==> src/rtl/controlador_busca.sv <==
// Instruction-fetch sequencer: owns the PC, steps/redirects it, stalls on pausa, halts out of range.
// Optional retired-instruction counter enabled by defining CONTADOR_INSTR_EN.
module controlador_busca #(
  parameter logic [31:0] PC_INICIAL = 32'd0,
  parameter int          TAM_MEM    = 32
) (
  input  logic        clock,
  input  logic        reset_n,
  input  logic        inicia,
  input  logic        pausa,
  input  logic        desvio,
  input  logic [15:0] imediato,
  output logic [31:0] endereco,
  output logic [31:0] pc_mais4,
  output logic        valido,
  output logic        fim,
  output logic [1:0]  estado,
  output logic [31:0] contador_instr
);

  typedef enum logic [1:0] {
    OCIOSO = 2'd0,
    BUSCA  = 2'd1,
    ESPERA = 2'd2,
    PARADO = 2'd3
  } estado_t;

  localparam logic [31:0] LIMITE = 32'(4 * TAM_MEM);

  // Next sequential PC; a taken branch adds the word offset, sign-extended and scaled to bytes.
  function automatic logic [31:0] calc_prox(input logic [31:0] pc,
                                            input logic        tomado,
                                            input logic [15:0] imed);
    logic signed [31:0] desloc;
    desloc = {{14{imed[15]}}, imed, 2'b00};
    return pc + 32'd4 + (tomado ? unsigned'(desloc) : 32'd0);
  endfunction

  // Unsigned compare also catches targets that wrapped below zero.
  function automatic logic fora_faixa(input logic [31:0] pc);
    return pc >= LIMITE;
  endfunction

  estado_t     estado_q, estado_d;
  logic [31:0] pc_q, pc_d;
  logic [31:0] prox;

  assign prox = calc_prox(pc_q, desvio, imediato);

  always_ff @(posedge clock or negedge reset_n) begin
    if (!reset_n) begin
      estado_q <= OCIOSO;
      pc_q     <= PC_INICIAL;
    end else begin
      estado_q <= estado_d;
      pc_q     <= pc_d;
    end
  end

  always_comb begin
    estado_d = estado_q;
    pc_d     = pc_q;
    case (estado_q)
      OCIOSO: begin
        if (inicia) estado_d = BUSCA;
      end
      BUSCA: begin
        // A stall drops any branch request; the requester presents it again afterwards.
        if (pausa) begin
          estado_d = ESPERA;
        end else if (fora_faixa(prox)) begin
          estado_d = PARADO;
        end else begin
          pc_d = prox;
        end
      end
      ESPERA: begin
        if (!pausa) estado_d = BUSCA;
      end
      PARADO: begin
        if (inicia) begin
          pc_d     = PC_INICIAL;
          estado_d = BUSCA;
        end
      end
      default: estado_d = OCIOSO;
    endcase
  end

  assign endereco = pc_q;
  assign pc_mais4 = pc_q + 32'd4;
  assign valido   = (estado_q == BUSCA);
  assign fim      = (estado_q == PARADO);
  assign estado   = estado_q;

`ifdef CONTADOR_INSTR_EN
  logic        conta;
  logic [31:0] contador_q;

  // The halting cycle still retires the instruction at the last legal PC.
  assign conta = (estado_q == BUSCA) && !pausa;

  always_ff @(posedge clock or negedge reset_n) begin
    if (!reset_n) begin
      contador_q <= 32'd0;
    end else if (conta) begin
      contador_q <= contador_q + 32'd1;
    end
  end

  assign contador_instr = contador_q;
`else
  assign contador_instr = 32'd0;
`endif

endmodule

==> config.mk <==
export PLATFORM = sky130hd
export DESIGN_NAME = controlador_busca
export DESIGN_NICKNAME = d
export VERILOG_FILES = /design/src/rtl/controlador_busca.sv
export SDC_FILE = /design/constraint.sdc
export NUM_CORES = 1
export LEC_CHECK = 0
export ABC_AREA = 1
export CORE_ASPECT_RATIO = 0.9
export CORE_MARGIN = 4
export CORE_UTILIZATION = 53
export CTS_CLUSTER_DIAMETER = 80
export CTS_CLUSTER_SIZE = 14
export DETAILED_ROUTE_END_ITERATION = 7
export DONT_BUFFER_PORTS = 1
export GPL_TIMING_DRIVEN = 0
export PLACE_DENSITY = 0.68
export SYNTH_ARGS = -nofsm -noshare
export SYNTH_HDL_FRONTEND = slang
export SYNTH_SLANG_ARGS = --single-unit
==> constraint.sdc <==
create_clock -name clock -period 4.2 [get_ports clock]
set_clock_uncertainty 0.1 [all_clocks]
set_input_delay 0.42 -clock clock [delete_from_list [all_inputs] [get_ports clock]]
set_output_delay 0.42 -clock clock [all_outputs]
set_load 0.05 [all_outputs]
==> impl_metrics.tcl, run 1 <==
set metrics [dict create \
    timing_hold_violations_final 0 \
    tns_ns -2.91 \
    diodes 0 \
    powerDensity_nw_per_um2 310 \
    drtIter0Drc 270 \
    endpoint_kind "flip-flop" \
    num_io_pins 121 \
    clkSinkCount 32 \
    port_buffers 0 \
    synth_edf_count 0 \
    dp.cells 873 \
    vias 4761 \
    maxSlewHeadroom_pct 29.9 \
    violations "setup timing" \
    yosysSeqAreaShare_pct 17.9 \
    required_ns 4.24 \
    cts_tree "yes" \
    synth_largest_area_cell "nand2_1" \
    dieArea_sq_um 9960 \
    max_freq_ghz 0.232 \
    grt_pass1_vias 4428 \
    pre_cts_ws_ns -0.753 \
    final_cells 899 \
    cts-root-buf "clkbuf_8" \
    whs_ns 0.267 \
    period_share_pct 103 \
    fin_nets 851 \
    r2r_cells 25 \
    grt_max_degree 33 \
    syn_inst 739 \
    synth_top_area_share_pct 18.8 \
    critPathArrivalTime_ns 4.36 \
    crit_type "flip-flop to flip-flop" \
    wl_um 13900 \
    synth_async_sr_flop_share_pct 100 \
    ys_seq_elements 32 \
    syn_area_per_cell_sq_um 6.04 \
    run_status "complete, but fails checks" \
    dpl.hpwl_um 10500 \
    drv_cap 0 \
    clk_latency_ns 0.28 \
    p_leak_nw 3.09 \
    holdPathStages 3 \
    drt.antenna.violating_nets 0 \
    synth_most_common_cell "nand2_1" \
    peakVddDrop_uv 617 \
    fin_ws_ns -0.115 \
    clockBufferDepth 2 \
    holdCritPathClass "primary input to flip-flop" \
    place.gp.congestion 0.954 \
    vias_per_cell 5.30 \
    synth_flop_cell "dfrtp_1" \
    finalSetupViolations 32 \
    antenna_found_initial 0 \
    row_count 31 \
    syn_area_sq_um 4460 \
    die_y_um 95.1 \
    rsz0062_at_grt "yes" \
    dr.pass1.iters 7 \
    ys_warn_count 0 \
    ys_types 37 \
    slew_viol_final 0 \
    syn_to_final_growth_pct 31.7 \
    netlist_top_cells_area "nand2_1 19%, dfrtp_1 18%, inv_1 9.1%, ha_1 8.4%, nand3_1 6.7%" \
    die_x_um 105 \
    initial_core_util_pct 54.8 \
    cp_max_fo 7 \
    finish.utilization_pct 72.2 \
    cts.clk_slew.worst_paths_ns 0.07 \
    tightestPinTransition_ns 1.04 \
    numCtsBuffers 5 \
    layout_min_cycle_time_ns 4.31 \
    synth_common_cells "224 x nand2_1, 108 x inv_1, 60 x nand3_1, 60 x nor2_1, 43 x a21oi_1" \
    wl_per_cell_um 15.5 \
    drive_above_1_share_pct 27.4 \
    gr-usage-all-layers_pct 26.1 \
    core_sq_um 8150 \
    cts_max_level 2 \
    drcViolationCount 0 \
    startpoint_type "flip-flop" \
    grt_pass1_wl_um 21300 \
    grt_overflow 0 \
]
[state kept, by name, indices dropped and copies added (netlist names)]
register and flops:
endereco 30, estado 2
[final cells by class]
class	instances	area, sq um
multi-input combinational	580	3800
fill	636	2260
sequential	32	857
inverter	116	440
buffer	45	338
timing repair buffer	19	218
tap	99	124
clock buffer	6	72.6
clock inverter	2	35.0
[through the flow]
stage               cell area (sq um)  total power [W]
detailed placement               4830          0.00128
global route                     5880          0.00192
floorplan                        4710          0.00115
finish                           5880          0.00182
global placement                 4830          0.00127
CTS                              5470          0.00166
[timing repair]
item | in CTS | in global routing
gates cloned | 0 | 3
buffers inserted | 7 | 7
resized for setup | 78 | 73
setup endpoints to repair | 32 | 32
endpoints found under the hold margin | 32 | 0
hold buffers | 2 | 0
pin swaps | 15 | 36
[layout by cell type, fill, tap and decap left out, drive strengths merged, types with 8 or more instances in the layout]
cell      n
nand3b   10
nand3    64
xor2     24
a21boi    8
nand4    16
dfrtp    32
a21oi    43
buf      57
clkbuf   12
conb     36
inv     115
nand2   240
ha       30
nor2     71
nor3     15
[layer usage]
metal | routed length, um | global-route usage (%) | share of wire [%] | vias to the layer above
met1 | 5720 | 34.4 | 41 | 2160
met5 | 0 | 0 | 0 | -
li1 | - | - | - | 2374
met2 | 6850 | 44.9 | 49 | 204
met3 | 1100 | 4.33 | 7.9 | 23
met4 | 265 | 6.99 | 1.9 | 0
[cell families after synthesis]
logic type                 count (synthesis)  share of synthesized area (%)
AOI/OAI and AO/OA                         68                           8.91
xor gates and xnor gates                  26                           5.10
adders and majority gates                 31                           8.86
buffers and inverters                    162                           17.1
DFF                                       32                           17.9
other                                      1                         0.0840
and+or+nand+nor                          419                           42.0
[report_power, final]
part	switching, W	internal, W	total (W)
Combinational	0.000683	0.000333	0.00102
Sequential	0.000168	0.000346	0.000514
Clock	0.000114	0.000176	0.000289
Total	0.000965	0.000855	0.00182
[path summary, 6_finish.rpt]
kind | endpoint | start | slack (ns)
max in group asynchronous | endereco[14]$_DFFE_PN0P_ | reset_n | 3.34
hold / removal | estado[0]$_DFFE_PN0P_ | pausa | 0.27
min in group asynchronous | endereco[26]$_DFFE_PN0P_ | reset_n | 0.47
setup / recovery | endereco[12]$_DFFE_PN0P_ | endereco[3]$_DFFE_PN0P_ | -0.11
setup reg to reg | endereco[12]$_DFFE_PN0P_ | endereco[3]$_DFFE_PN0P_ | -0.11
hold reg to reg | endereco[2]$_DFFE_PN0P_ | endereco[2]$_DFFE_PN0P_ | 0.63
[critical path, cell delays in order (launching register included)]
cell	delay (ns)
dfrtp_2	0.57
ha_4	0.21
nand2_4	0.07
nor2_4	0.16
nand2_4	0.11
nor3_4	0.25
xor2_4	0.49
ha_4	0.30
nand2_2	0.06
nand2_2	0.05
o21bai_1	0.15
a21oi_1	0.15
nand2_1	0.11
nand3_1	0.13
nand2_1	0.11
nand2_1	0.09
nand2_1	0.05
nand2_1	0.05
nand3_1	0.06
nor2_1	0.11
nand2_1	0.11
nor2_4	0.21
nand2_4	0.10
nand2_8	0.14
clkbuf_16	0.16
a21oi_1	0.06
Note: power is estimated with default switching activity, not from simulation.
==> run 2: changes to the inputs <==
- RECOVER_POWER: not set -> 50
- SLEW_MARGIN: not set -> 25
==> run 2 against run 1 <==
  * The run ends with capacitance limit, slew limit, setup timing left
  * Largest cell class unchanged
  * Non-clock buffer count decreased by 2
  * Design area decreased by 1.2%
  * Wire length decreased by 2.4%
  * Worst setup slack improved by 0.095 ns
==> impl_metrics.tcl, run 2 (same netlist as run 1, synthesis figures left out) <==
set metrics [dict create \
    run_status "complete, but fails checks" \
    violations "capacitance limit, slew limit, setup timing" \
    critPathArrivalTime_ns 4.27 \
    drt.antenna.violating_nets 0 \
    diodes 0 \
    clkSinkCount 32 \
    tightestPinTransition_ns 1.67 \
    cts-root-buf "clkbuf_8" \
    crit_type "flip-flop to flip-flop" \
    die_y_um 95.1 \
    die_x_um 105 \
    crit_top_cell "nand2_1" \
    peakVddDrop_uv 646 \
    worstReg2RegStart "endereco[2]$_DFFE_PN0P_" \
    finish.utilization_pct 71.4 \
    drtIter0Drc 258 \
    powerDensity_nw_per_um2 298 \
    cts.clk_slew.worst_paths_ns 0.07 \
    row_count 31 \
    drcViolationCount 0 \
    tns_ns -0.0477 \
    rsz0062_at_grt "yes" \
    initial_core_util_pct 54.8 \
    timing_hold_violations_final 0 \
    final_cell_mix "213 x nand2_1, 106 x inv_1, 54 x nor2_1" \
    fin_ws_ns -0.0198 \
    cpPeakStageDelay_ns 0.58 \
    numCtsBuffers 5 \
    fin_nets 849 \
    cp_slowest_cell "dfrtp_4" \
    place.gp.congestion 0.954 \
    required_ns 4.25 \
    maxSlewHeadroom_pct -11.0 \
    syn_to_final_growth_pct 30.2 \
    vias 4769 \
    cp_cell_sequence "ha_4, nand2_4, nor2_4, nand2_4, nor3_4, xor2_4, ha_4, nand2_1, nand2_1, o21bai_1, a21oi_1, nand2_1, xnor2_1, nand4_1, nor2_1, nand3_1, nor2_1, nand2_1, nor2_4, nand2_2, nand2_4, buf_2, a21oi_1" \
    largest_register_ffs 30 \
    dr.pass1.iters 5 \
    clockBufferDepth 2 \
    drv_cap 1 \
    dieArea_sq_um 9960 \
    endpoint_kind "flip-flop" \
    grt_pass1_wl_um 21100 \
    vias_per_cell 5.32 \
    grt_overflow 0 \
    holdCritPathClass "primary input to flip-flop" \
    endpoint "endereco[21]$_DFFE_PN0P_" \
    final_common_cell "nand2_1" \
    period_share_pct 100 \
    port_buffers 0 \
    p_leak_nw 3.07 \
    clk_latency_ns 0.28 \
    grt_max_degree 33 \
    r2r_cells 23 \
    cts_tree "yes" \
    dpl.hpwl_um 10500 \
    wl_per_cell_um 15.2 \
    grt_pass1_vias 4355 \
    num_io_pins 121 \
    antenna_found_initial 0 \
    max_freq_ghz 0.237 \
    cp_max_fo 6 \
    rr_endpoint "endereco[21]$_DFFE_PN0P_" \
    cts_max_level 2 \
    core_sq_um 8150 \
    gr-usage-all-layers_pct 25.7 \
    slew_viol_final 33 \
    drive_above_1_share_pct 26.7 \
    layout_min_cycle_time_ns 4.22 \
    wl_um 13600 \
    startpoint_type "flip-flop" \
    startpoint "endereco[2]$_DFFE_PN0P_" \
    finalSetupViolations 5 \
    r2r_setup_slack_ns -0.02 \
]
## run 2: changes by cell type in the layout (fill, tap and decap cells not counted), sizes merged
| cell | delta |
|---|---|
| inv | -1 |
| clkbuf | -1 |
| buf | -1 |
| clkinv | +1 |
## run 2: layout make-up
cell class	instances	area (sq um)
flip-flops and latches	32	858
multi-input cells	580	3800
clock buffers	6	72.6
fillers	682	2330
inverters	116	448
well taps	99	124
plain buffers	45	334
clock inverters	2	35.0
repair buffers	17	136
## run 2: worst min path at each step
stage	from	end	slack, ns	cells after the start
CTS	pausa	estado[0]$_DFFE_PN0P_	0.26	3
finish	pausa	estado[0]$_DFFE_PN0P_	0.27	3
detailed placement	reset_n	endereco[27]$_DFFE_PN0P_	0.03	0
global route	pausa	estado[0]$_DFFE_PN0P_	0.28	3
floorplan	reset_n	endereco[10]$_DFFE_PN0P_	0.02	0
global placement	reset_n	endereco[28]$_DFFE_PN0P_	0.03	0
## run 2: metal layers
layer | track usage [%] | wire [um] | up-vias | share of wire (%)
li1 | - | - | 2369 | -
met2 | 44.4 | 6430 | 196 | 47
met3 | 5.15 | 1180 | 29 | 8.7
met1 | 33.4 | 5700 | 2175 | 42
met5 | 0 | 0 | - | 0
met4 | 5.90 | 288 | 0 | 2.1
## run 2: worst max-delay path, delay by kind of cell, from the launching register on
family          cells  cell delay, ns
flops               1            0.58
buf+inv             1            0.18
simple gates       15            1.68
fa+ha+maj           2            0.50
xor+xnor            2            0.67
compound gates      3            0.35
## run 2: per-stage QoR
| step | power (W) | area (sq um) | cells | hold WS (ns) | setup WS, ns |
|---|---|---|---|---|---|
| 2_1_floorplan | 0.00115 | 4710 | 774 | 0.0244 | 0.127 |
| 3_3_place_gp | 0.00127 | 4830 | 873 | 0.0253 | -0.670 |
| 3_5_place_dp | 0.00128 | 4850 | 873 | 0.0253 | -0.769 |
| 4_1_cts | 0.00166 | 5490 | 888 | 0.258 | 0.00441 |
| 5_1_grt | 0.00184 | 5810 | 897 | 0.282 | -0.217 |
| 6_report | 0.00173 | 5810 | 897 | 0.270 | -0.0198 |
## run 2: power breakdown
part           total [W]  internal (W)  switching (W)
clock           0.000287      0.000176       0.000112
combinational   0.000927      0.000285       0.000643
sequential      0.000520      0.000349       0.000171
total            0.00173      0.000809       0.000925
## run 2: timing repair
action	4_1_cts	5_1_grt
setup buffers	6	8
cloned	0	1
endpoints found under the setup margin	32	32
gates resized for setup	81	68
pin swaps	12	25
hold buffers	2	0
hold endpoints to repair	32	0
==> variant (settings of run 1) <==
Put a register stage on the outputs `pc_mais4`, `valido` and `fim`, cleared by the reset. The values now appear one clock later. The other outputs are not delayed to match.
--- a/src/rtl/controlador_busca.sv
+++ b/src/rtl/controlador_busca.sv
@@ -88,9 +88,17 @@
   end
 
   assign endereco = pc_q;
-  assign pc_mais4 = pc_q + 32'd4;
-  assign valido   = (estado_q == BUSCA);
-  assign fim      = (estado_q == PARADO);
+  always_ff @(posedge clock or negedge reset_n) begin
+    if (!reset_n) begin
+      pc_mais4 <= '0;
+      valido   <= '0;
+      fim      <= '0;
+    end else begin
+      pc_mais4 <= pc_q + 32'd4;
+      valido   <= (estado_q == BUSCA);
+      fim      <= (estado_q == PARADO);
+    end
+  end
   assign estado   = estado_q;
 
 `ifdef CONTADOR_INSTR_EN
Function: changed (Yosys sat finds a counterexample within 4 cycles, from zero or initial values and one cycle with reset_n low).
==> variant against run 1 <==
- power increased by 25%
- non-clock buffer count decreased by 14
- combinational power decreased by 26%
- setup slack improved by 0.39 ns
- via count increased by 1.8%
- sequential cell count increased by 32
- synthesized area increased by 18%
- critical endpoint is now endereco[31]
- routed wire length increased by 4.0%
- critical path type unchanged
- final area increased by 3.7%
==> variant: results (changes against run 1) <==
<table>
<tr><th>Metric</th><th>Value</th></tr>
<tr><th colspan="2">Run status</th></tr>
<tr><td>Result of the run</td><td>completed</td></tr>
<tr><th colspan="2">Place</th></tr>
<tr><td>Inst Count DP</td><td>919 (+5.3%)</td></tr>
<tr><td>Weighted congestion at the end of routability-driven global placement</td><td>0.903 (-5.3%)</td></tr>
<tr><td>Pre-CTS setup slack</td><td>-0.552 ns (+0.201 ns)</td></tr>
<tr><th colspan="2">STA</th></tr>
<tr><td>Tightest Pin Transition</td><td>0.592 ns (-0.451 ns)</td></tr>
<tr><td>Fin worst setup slack</td><td>0.276 ns (+0.391 ns)</td></tr>
<tr><th colspan="2">Final layout</th></tr>
<tr><td>Non-clock inverter count in the final layout</td><td>114 (-1.7%)</td></tr>
<tr><td>Final-layout fill cell count</td><td>935 (+47%)</td></tr>
<tr><td>Fraction of final layout cells sized beyond drive strength 1</td><td>20.1% (-7.3 points)</td></tr>
<tr><td>Area occupied by registers</td><td>1630 um2 (+91%)</td></tr>
<tr><td>Non-clock buffer instance count of the final layout</td><td>50 (-22%)</td></tr>
<tr><td>Layout buffering overhead excluding clock cells</td><td>6.42% (-3.0 points)</td></tr>
<tr><th colspan="2">Power</th></tr>
<tr><td>Peak ir drop on the vdd network</td><td>0.450 mV (-27%)</td></tr>
<tr><td>P_sw</td><td>1.08 mW (+11%)</td></tr>
<tr><th colspan="2">Synthesis</th></tr>
<tr><td>Distinct cell type count of the synthesized netlist</td><td>38 (+2.7%)</td></tr>
<tr><td>Biggest area contributors in the synthesized netlist</td><td>sky130_fd_sc_hd__dfrtp_1, sky130_fd_sc_hd__nand2_1, sky130_fd_sc_hd__inv_1</td></tr>
<tr><td>Synthesized area per cell</td><td>6.95 um2 (+15%)</td></tr>
<tr><th colspan="2">GRT</th></tr>
<tr><td>Via count of the first global-routing pass</td><td>4786 (+8.1%)</td></tr>
<tr><td>Overall routing resource usage</td><td>25.4% (-0.68 points)</td></tr>
<tr><td>Global-route wire length before repair</td><td>23.4 mm (+10%)</td></tr>
<tr><th colspan="2">Detailed routing</th></tr>
<tr><td>Met1 WL</td><td>6.62 mm (+16%)</td></tr>
<tr><td>DRT iter0 DRCs</td><td>290 (+7.4%)</td></tr>
<tr><th colspan="2">Clock network</th></tr>
<tr><td>Clock transition at the register clock pins on the worst setup and hold paths after CTS</td><td>0.09 ns (+0.02 ns)</td></tr>
<tr><th colspan="2">Worst setup path</th></tr>
<tr><td>Worst setup slack for register-to-register paths</td><td>0.28 ns (+0.39 ns)</td></tr>
<tr><td>Number of cells on the worst reg-to-reg path</td><td>23 (-8.0%)</td></tr>
</table>
-- variant: logic make-up (layout without fill, tap and decap cells) --
logic type                 after synthesis  in the layout  share of synthesized area (%)
and+or+nand+nor                        401            401                           34.5
muxes                                    1              1                          0.190
AOI/OAI and AO/OA                       69             69                           7.58
buffers and inverters                  158            180                           14.3
adders and majority gates               31             31                           7.51
other                                    1             36                         0.0712
DFF                                     64             64                           30.4
xor gates and xnor gates                33             33                           5.49
-- variant: layer usage --
metal / global-route usage, % / vias up
li1: - / 2420
met1: 35.0 / 2276
met2: 40.8 / 132
met3: 6.69 / 18
met4: 5.36 / 0
met5: 0 / -
-- variant: power groups by stage --
stage	clock network [mW]	logic, mW	registers, mW
after floorplan	0	0.561	0.949
after global placement	0	0.685	0.967
after detailed placement	0	0.699	0.969
after CTS	0.563	0.724	0.961
after global routing	0.596	0.850	0.977
final	0.559	0.752	0.968
